[src/rtl/dir_button_conditioner.sv]
// Four raw push-buttons in, clean one-cycle direction pulses out.
// Presses landing inside one gather window merge into a single (possibly diagonal) move.
//
// state    | meaning
// ---------+-----------------------------------------------------------
// IDLE     | no button held, waiting for the first debounced press
// GATHER   | collecting presses for COMBINE_CYC cycles into acc
// EMIT     | one cycle, direction outputs carry the resolved acc
// WAIT_REL | move issued, waiting for every button to be released
module dir_button_conditioner #(
    parameter int DEBOUNCE_CYC   = 500000,
    parameter int COMBINE_CYC    = 2500000,
    parameter bit BTN_ACTIVE_LOW = 1'b1
) (
    input  logic clk,
    input  logic rst,
    input  logic btn_up,
    input  logic btn_down,
    input  logic btn_left,
    input  logic btn_right,
    output logic up,
    output logic down,
    output logic left,
    output logic right,
    output logic move_req
);

    localparam int DW = $clog2(DEBOUNCE_CYC + 1);
    localparam int TW = (COMBINE_CYC > 1) ? $clog2(COMBINE_CYC) : 1;
    localparam logic [DW-1:0] DB_LAST  = DW'(DEBOUNCE_CYC - 1);
    localparam logic [TW-1:0] TMR_LOAD = TW'(COMBINE_CYC - 1);

    typedef enum logic [1:0] {
        S_IDLE     = 2'd0,
        S_GATHER   = 2'd1,
        S_EMIT     = 2'd2,
        S_WAIT_REL = 2'd3
    } state_t;

    // bit order everywhere: [3]=up [2]=down [1]=left [0]=right
    logic [3:0] raw_pressed;
    logic [3:0] sync1;
    logic [3:0] sync2;
    logic [3:0] press;

    // Polarity is folded in ahead of the synchroniser so the reset value 0
    // means "released" and a button held through reset debounces as a fresh press.
    assign raw_pressed = {btn_up, btn_down, btn_left, btn_right} ^ {4{BTN_ACTIVE_LOW}};

    always_ff @(posedge clk or negedge rst) begin
        if (!rst) begin
            sync1 <= '0;
            sync2 <= '0;
        end else begin
            sync1 <= raw_pressed;
            sync2 <= sync1;
        end
    end

    for (genvar i = 0; i < 4; i++) begin : g_db
        logic [DW-1:0] db_cnt;
        logic          stable;

        always_ff @(posedge clk or negedge rst) begin
            if (!rst) begin
                db_cnt <= '0;
                stable <= 1'b0;
            end else if (sync2[i] == stable) begin
                db_cnt <= '0;
            end else if (db_cnt == DB_LAST) begin
                db_cnt <= '0;
                stable <= sync2[i];
            end else begin
                db_cnt <= db_cnt + DW'(1);
            end
        end

        assign press[i] = stable;
    end

    function automatic logic [3:0] resolve(input logic [3:0] a);
        logic [3:0] r;
        r = a;
        if (a[3] && a[2]) r[3:2] = 2'b00;
        if (a[1] && a[0]) r[1:0] = 2'b00;
        return r;
    endfunction

    state_t        state, state_nxt;
    logic [3:0]    acc, acc_nxt;
    logic [TW-1:0] timer, timer_nxt;
    logic [3:0]    dir_q, dir_nxt;
    logic          move_q;

    always_ff @(posedge clk or negedge rst) begin
        if (!rst) begin
            state  <= S_IDLE;
            acc    <= '0;
            timer  <= '0;
            dir_q  <= '0;
            move_q <= 1'b0;
        end else begin
            state  <= state_nxt;
            acc    <= acc_nxt;
            timer  <= timer_nxt;
            dir_q  <= dir_nxt;
            move_q <= |dir_nxt;
        end
    end

    always_comb begin
        state_nxt = state;
        acc_nxt   = acc;
        timer_nxt = timer;
        dir_nxt   = '0;
        case (state)
            S_IDLE: begin
                if (|press) begin
                    state_nxt = S_GATHER;
                    acc_nxt   = press;
                    timer_nxt = TMR_LOAD;
                end
            end
            S_GATHER: begin
                acc_nxt = acc | press;
                if (timer == '0) begin
                    state_nxt = S_EMIT;
                    dir_nxt   = resolve(acc_nxt);
                end else begin
                    timer_nxt = timer - TW'(1);
                end
            end
            S_EMIT: begin
                state_nxt = S_WAIT_REL;
            end
            S_WAIT_REL: begin
                if (press == '0) state_nxt = S_IDLE;
            end
            default: begin
                state_nxt = S_IDLE;
            end
        endcase
    end

    assign {up, down, left, right} = dir_q;
    assign move_req                = move_q;

endmodule
[config.mk]
export PLATFORM = sky130hd
export DESIGN_NAME = dir_button_conditioner
export DESIGN_NICKNAME = d
export VERILOG_FILES = /design/src/rtl/dir_button_conditioner.sv
export SDC_FILE = /design/constraint.sdc
export NUM_CORES = 1
export LEC_CHECK = 0
export BUFFER_PORTS_ARGS = -buffer_cell sky130_fd_sc_hd__buf_2
export CORE_AREA = 2 2 111 113
export DETAILED_ROUTE_END_ITERATION = 10
export DIE_AREA = 0 0 113 115
export PLACE_DENSITY = 0.67
export REMOVE_ABC_BUFFERS = 1
export SLEW_MARGIN = 20
export SYNTH_ARGS = -nofsm -noshare
export SYNTH_HDL_FRONTEND = slang
export SYNTH_SLANG_ARGS = --single-unit
[constraint.sdc]
create_clock -name clk -period 2.2 [get_ports clk]
set_clock_uncertainty 0.05 [all_clocks]
set_input_delay 0.44 -clock clk [delete_from_list [all_inputs] [get_ports clk]]
set_output_delay 0.44 -clock clk [all_outputs]
set_load 0.01 [all_outputs]
Word level (Yosys, flattened, before mapping)
Cells that the tools add are included.
{"block": "totals", "register_bits": 121, "wordCells": 77, "out_inout_bits": 5, "inputBits": 6}
{"block": "classes", "n_reduce_logical": 15, "eq_ne": 15, "n_mux": 21, "bitwise_logic": 6, "n_addsub": 5}
{"op": "two-way mux 19 bit", "n": 8}
{"op": "adder 19 x 1 -> 19 bit, second input constant", "n": 4}
{"op": "== test 19 bit, second input constant", "n": 4}
{"op": "two-way mux 22 bit", "n": 2}
{"op": "one-hot mux 22 bit (2 select lines)", "n": 1}
{"op": "zero test 22 bit", "n": 1}
{"op": "subtractor 22 x 1 -> 22 bit, second input constant", "n": 1}
{"op": "two-way mux 4 bit", "n": 3}
{"op": "two-way mux 2 bit", "n": 5}
{"op": "AND reduction 2 bit", "n": 5}
{"op": "inequality test 2 bit, second input constant", "n": 4}
{"op": "one-hot mux 2 bit (4 select lines)", "n": 1}
{"op": "one-hot mux 4 bit (2 select lines)", "n": 1}
{"op": "OR reduction 4 bit", "n": 2}
{"op": "AND reduction 3 bit", "n": 2}
{"op": "== test 1 bit", "n": 4}
{"op": "== test 2 bit, second input constant", "n": 2}
{"op": "zero test 4 bit", "n": 1}
{"op": "NOT 1 bit", "n": 4}
{"op": "NOT 4 bit", "n": 1}
{"op": "bitwise OR 4 bit", "n": 1}
{"op": "== test 2 x 1 -> 1 bit, second input constant", "n": 1}
{"op": "logical AND 1 bit", "n": 2}
{"op": "zero test 2 bit", "n": 1}
{"op": "nonzero test 2 bit", "n": 1}

Longest topological paths before layout
{"block": "depth", "ltp_word": 6, "ltp_mapped": 8, "ltp_nobuf": 7}

Worst setup path after synthesis
OpenSTA, ideal clock, no wires.
{"block": "synth_path", "path_kind": "register to register", "start": "register timer[2]", "end": "register timer[18]", "t_arrival_ps": 2160, "path_slack_ps": -147, "period_less_slack_ps": 2347, "path_buffers": 1, "required_ps": 2013, "setup_ps": 137, "stages_incl_launch_ff": 7, "cell_sequence": "dfrtp_1 > buf_6 > or4_4 > or4b_4 > nor4_4 > and3_1 > o21ai_1"}
{"block": "synth_between", "elab_chain_len": 3, "elab_cells_between_ends": 6, "classes_between": "1 x add/sub; 1 x eq/ne; 2 x mux; 2 x reduce/logical"}
{"element": "start, declared", "line": "91", "text": "logic [TW-1:0] timer, timer_nxt;"}
{"element": "start signal, assigned", "line": "105", "text": "timer <= timer_nxt;"}
{"element": "subtractor 22 x 1 -> 22 bit / zero test 22 bit (equally long branches)", "line": "130, 126"}
{"element": "two-way mux 22 bit / inequality test 2 bit (equally long branches)"}
{"element": "one-hot mux 22 bit (2 select lines) / AND reduction 3 bit (equally long branches)"}
Parallel ways exist; a longest one is shown, timed or not. The select of a mux whose other input is x is not followed.
A chain may end at the register's enable or synchronous reset.

Final worst setup path
{"block": "layout_path", "start": "register timer[4]", "end": "register timer[3]"}
{"block": "layout_between", "elab_chain_len": 3}
{"element": "zero test 22 bit", "line": "126", "text": "if (timer == '0) begin"}
{"element": "inequality test 2 bit (no source line)"}
{"element": "AND reduction 3 bit (no source line)"}
Every way passes these cells.

==> run_results.csv <==
group,metric,value,unit
timing,max_freq,0.438,GHz
timing,final-max-slew-violation-count,0,
global_routing,grt_overflow,0,
final_layout,final_util,60.6,%
synth,yosysTopAreaCellShare,52.3,%
timing,finalCritPeriodShare,104,%
timing,grt_setup_unrepaired,"yes",
power_and_ir_drop,cellPowerDensity,747,mW/mm²
clock_tree,clock_sinks,121,
global_routing,antenna_found_initial,0,
die,die_area,0.0130,mm²
hold_path,worstHoldPathType,"in -> reg",
final_layout,drive_gt1_share,19.5,%
synth,synthTopCellsByArea,"dfrtp_1 52%, nor2_1 7.1%, xor2_1 5.8%",
placement,portBuffers,10,
timing,period_minus_slack,2280,ps
routing,drt.antenna.violating_nets,0,
routing,wirelength,11.8,mm
synth,ys_async_sr_fraction,100,%
global_routing,grt_pass1_vias,4373,
worst_setup_path,slowest_delay,580,ps
placement,dp_cells,760,
worst_setup_path,setup.worst_path.class,"reg -> reg",
final_layout,nets,656,
worst_setup_path,cp_slowest_cell,"or4b_4",
clock_tree,cts_max_level,4,
timing,worstMarginPinSlew,402,ps
timing,finalHoldViolCount,0,
timing,fin_ws,-81.5,ps
clock_tree,clockBufferDepth,2,
global_routing,grt_pass1_wl,20.3,mm
timing,relSlewSlack,73.1,%
synth,synth_edf_count,0,
synth,syn-cell-area,0.00579,mm²
routing,dr.pass1.iters,7,
clock_tree,cts_made_buffers,17,
synth,yosys.area.top_type,"dfrtp_1",
synth,syn-mean-instance-area,10.0,µm²
final_layout,synthToLayoutAreaGrowth,23.7,%
clock_tree,cts.clk_slew.worst_paths,50,ps
power_and_ir_drop,power,5350,µW
synth,ys_ff_latch,121,
synth,synth_most_common_cell,"dfrtp_1",
worst_setup_path,critPathArrivalTime,2520,ps
worst_setup_path,crit_chain,"or4_4 > or4b_4 > o21ai_4 > buf_6 > or4_1 > nand3_1",
worst_setup_path,reg2regPathDepth,6,
synth,ys_seq_area_share,52.3,%
hold_path,hold_depth,2,
synth,synth_cell_types,48,
worst_setup_path,required,2430,ps
worst_setup_path,path_max_fanout,5,
die,rows,40,
timing,setup-tns-final,-768,ps
power_and_ir_drop,peakVddDrop,0.000478,V
synth,ys.flop_type,"dfrtp_1",
synth,synthCells,577,
routing,vias_per_cell,5.43,
clock_tree,clock_latency,430,ps
flow_run,maxCapViolCount,0,
final_layout,fill_cells,939,
routing,drt_iter0_drc,349,
status,violations,"design-rule violations, negative setup slack",
clock_tree,cts_tree,"yes",
placement,routabilityCongestion,0.804,
routing,drc,2,
worst_setup_path,crit_path_start_kind,"register",
global_routing,grt_max_degree,65,
power_and_ir_drop,leakage,0.00328,µW
final_layout,stdcell_count,798,
die,core,0.0118,mm²
worst_setup_path,crit_path_end_kind,"register",
final_layout,antenna_cells,0,
timing,finalSetupViolations,19,
synth,synth_common_cells,"121 x dfrtp_1, 110 x nor2_1, 38 x xor2_1",
die,io_pins,11,
die,fp.dieW,113,µm
placement,dp_hpwl,7.59,mm
clock_tree,root_buffer,"clkbuf_16",
status,status,"finished with violations",
die,die_y,115,µm
routing,vias,4337,
routing,wire_per_inst,14.8,µm
global_routing,grt_use_total,19.6,%
die,start_util,49.0,%
synth,ys_warn_count,0,
==> layout make-up <==
class / instances / area [µm²] / share of cell area (%)
Sequential cell: 121 / 3030 / 42.3
Clock inverter: 7 / 139 / 1.94
Multi-Input combinational cell: 418 / 2780 / 38.8
Clock buffer: 24 / 492 / 6.87
Timing Repair Buffer: 57 / 450 / 6.29
Inverter: 24 / 90.1 / 1.26
Tap cell: 147 / 184 / 2.57
==> metrics by stage <==
stage	setup WS [ps]	hold WS, ps	area [µm²]
floorplan	-128	94.4	5730
global placement	-99.9	282	6280
detailed placement	-121	286	6280
CTS	-58.4	110	7010
global route	-119	117	7160
finish	-81.5	127	7160
==> power by group <==
part | switching (µW) | leakage (µW) | internal [µW]
clock | 946 | 0.000310 | 2000
sequential | 20.3 | 0.00166 | 2250
combinational | 86.1 | 0.00131 | 35.5
==> critical path: cells and delay by family (launching register included) <==
| kind | cells | cell delay (ps) |
|---|---|---|
| compound gates | 1 | 230 |
| buf+inv | 1 | 160 |
| flops | 1 | 380 |
| simple gates | 4 | 1320 |
==> placed cells by master (no fill, tap or decap), types with 5 or more instances in the layout <==
| master | synthesis | final |
|---|---|---|
| or2_2 | 6 | 6 |
| o31ai_1 | 9 | 5 |
| xnor2_1 | 36 | 35 |
| nor3_1 | 8 | 8 |
| or4_1 | 9 | 7 |
| dfrtp_1 | 121 | 121 |
| a22o_1 | 5 | 5 |
| buf_6 | 1 | 8 |
| nand4_1 | 18 | 18 |
| nand3_1 | 37 | 34 |
| or3_1 | 12 | 11 |
| nand2_1 | 31 | 30 |
| and3_1 | 10 | 10 |
| xor2_1 | 38 | 38 |
| inv_1 | 24 | 24 |
| buf_2 | 1 | 9 |
| and4_1 | 7 | 7 |
| clkbuf_16 | 0 | 17 |
| a21oi_1 | 12 | 8 |
| ha_1 | 11 | 10 |
| nor4_1 | 11 | 10 |
| buf_4 | 0 | 38 |
| nor2_1 | 110 | 109 |
==> metal layers <==
metal	routed length, µm	up-vias	GRT usage, %
met5	0	-	0
met4	233	0	10.0
met3	360	23	5.22
met2	5900	68	32.0
met1	5350	2131	24.2
li1	-	2115	-
==> final timing paths <==
check                          from                  to  slack [ps]
setup / recovery           timer[4]            timer[3]         -80
hold / removal               btn_up            sync1[3]         130
setup reg to reg           timer[4]            timer[3]         -80
hold reg to reg            sync1[0]            sync2[0]         300
max in group asynchronous       rst           timer[11]        1030
min in group asynchronous       rst  g_db[0].db_cnt[12]         420
==> cell families after synthesis <==
logic type                 Yosys count  share of synthesized area (%)
AOI/OAI and AO/OA                   46                           5.45
xor gates and xnor gates            74                           11.2
adders and majority gates           11                           2.38
buffers and inverters               38                           2.62
DFF                                121                           52.3
muxes                                6                           1.15
and+or+nand+nor                    281                           24.9
==> registers in the layout (all words and copies together) (netlist names) <==
signal	flops
acc	4
dir_q	4
g_db.db_cnt	76
g_db.stable	4
move_req	1
state	2
sync1	4
sync2	4
timer	22
==> repair_timing <==
item,CTS,global route
buffers inserted,2,3
pin swaps,19,15
gates resized for setup,16,27
setup endpoints to repair,16,24
hold buffers,1,0
cloned,1,0
hold endpoints to repair,23,0
(Power assumes the default switching activity.)
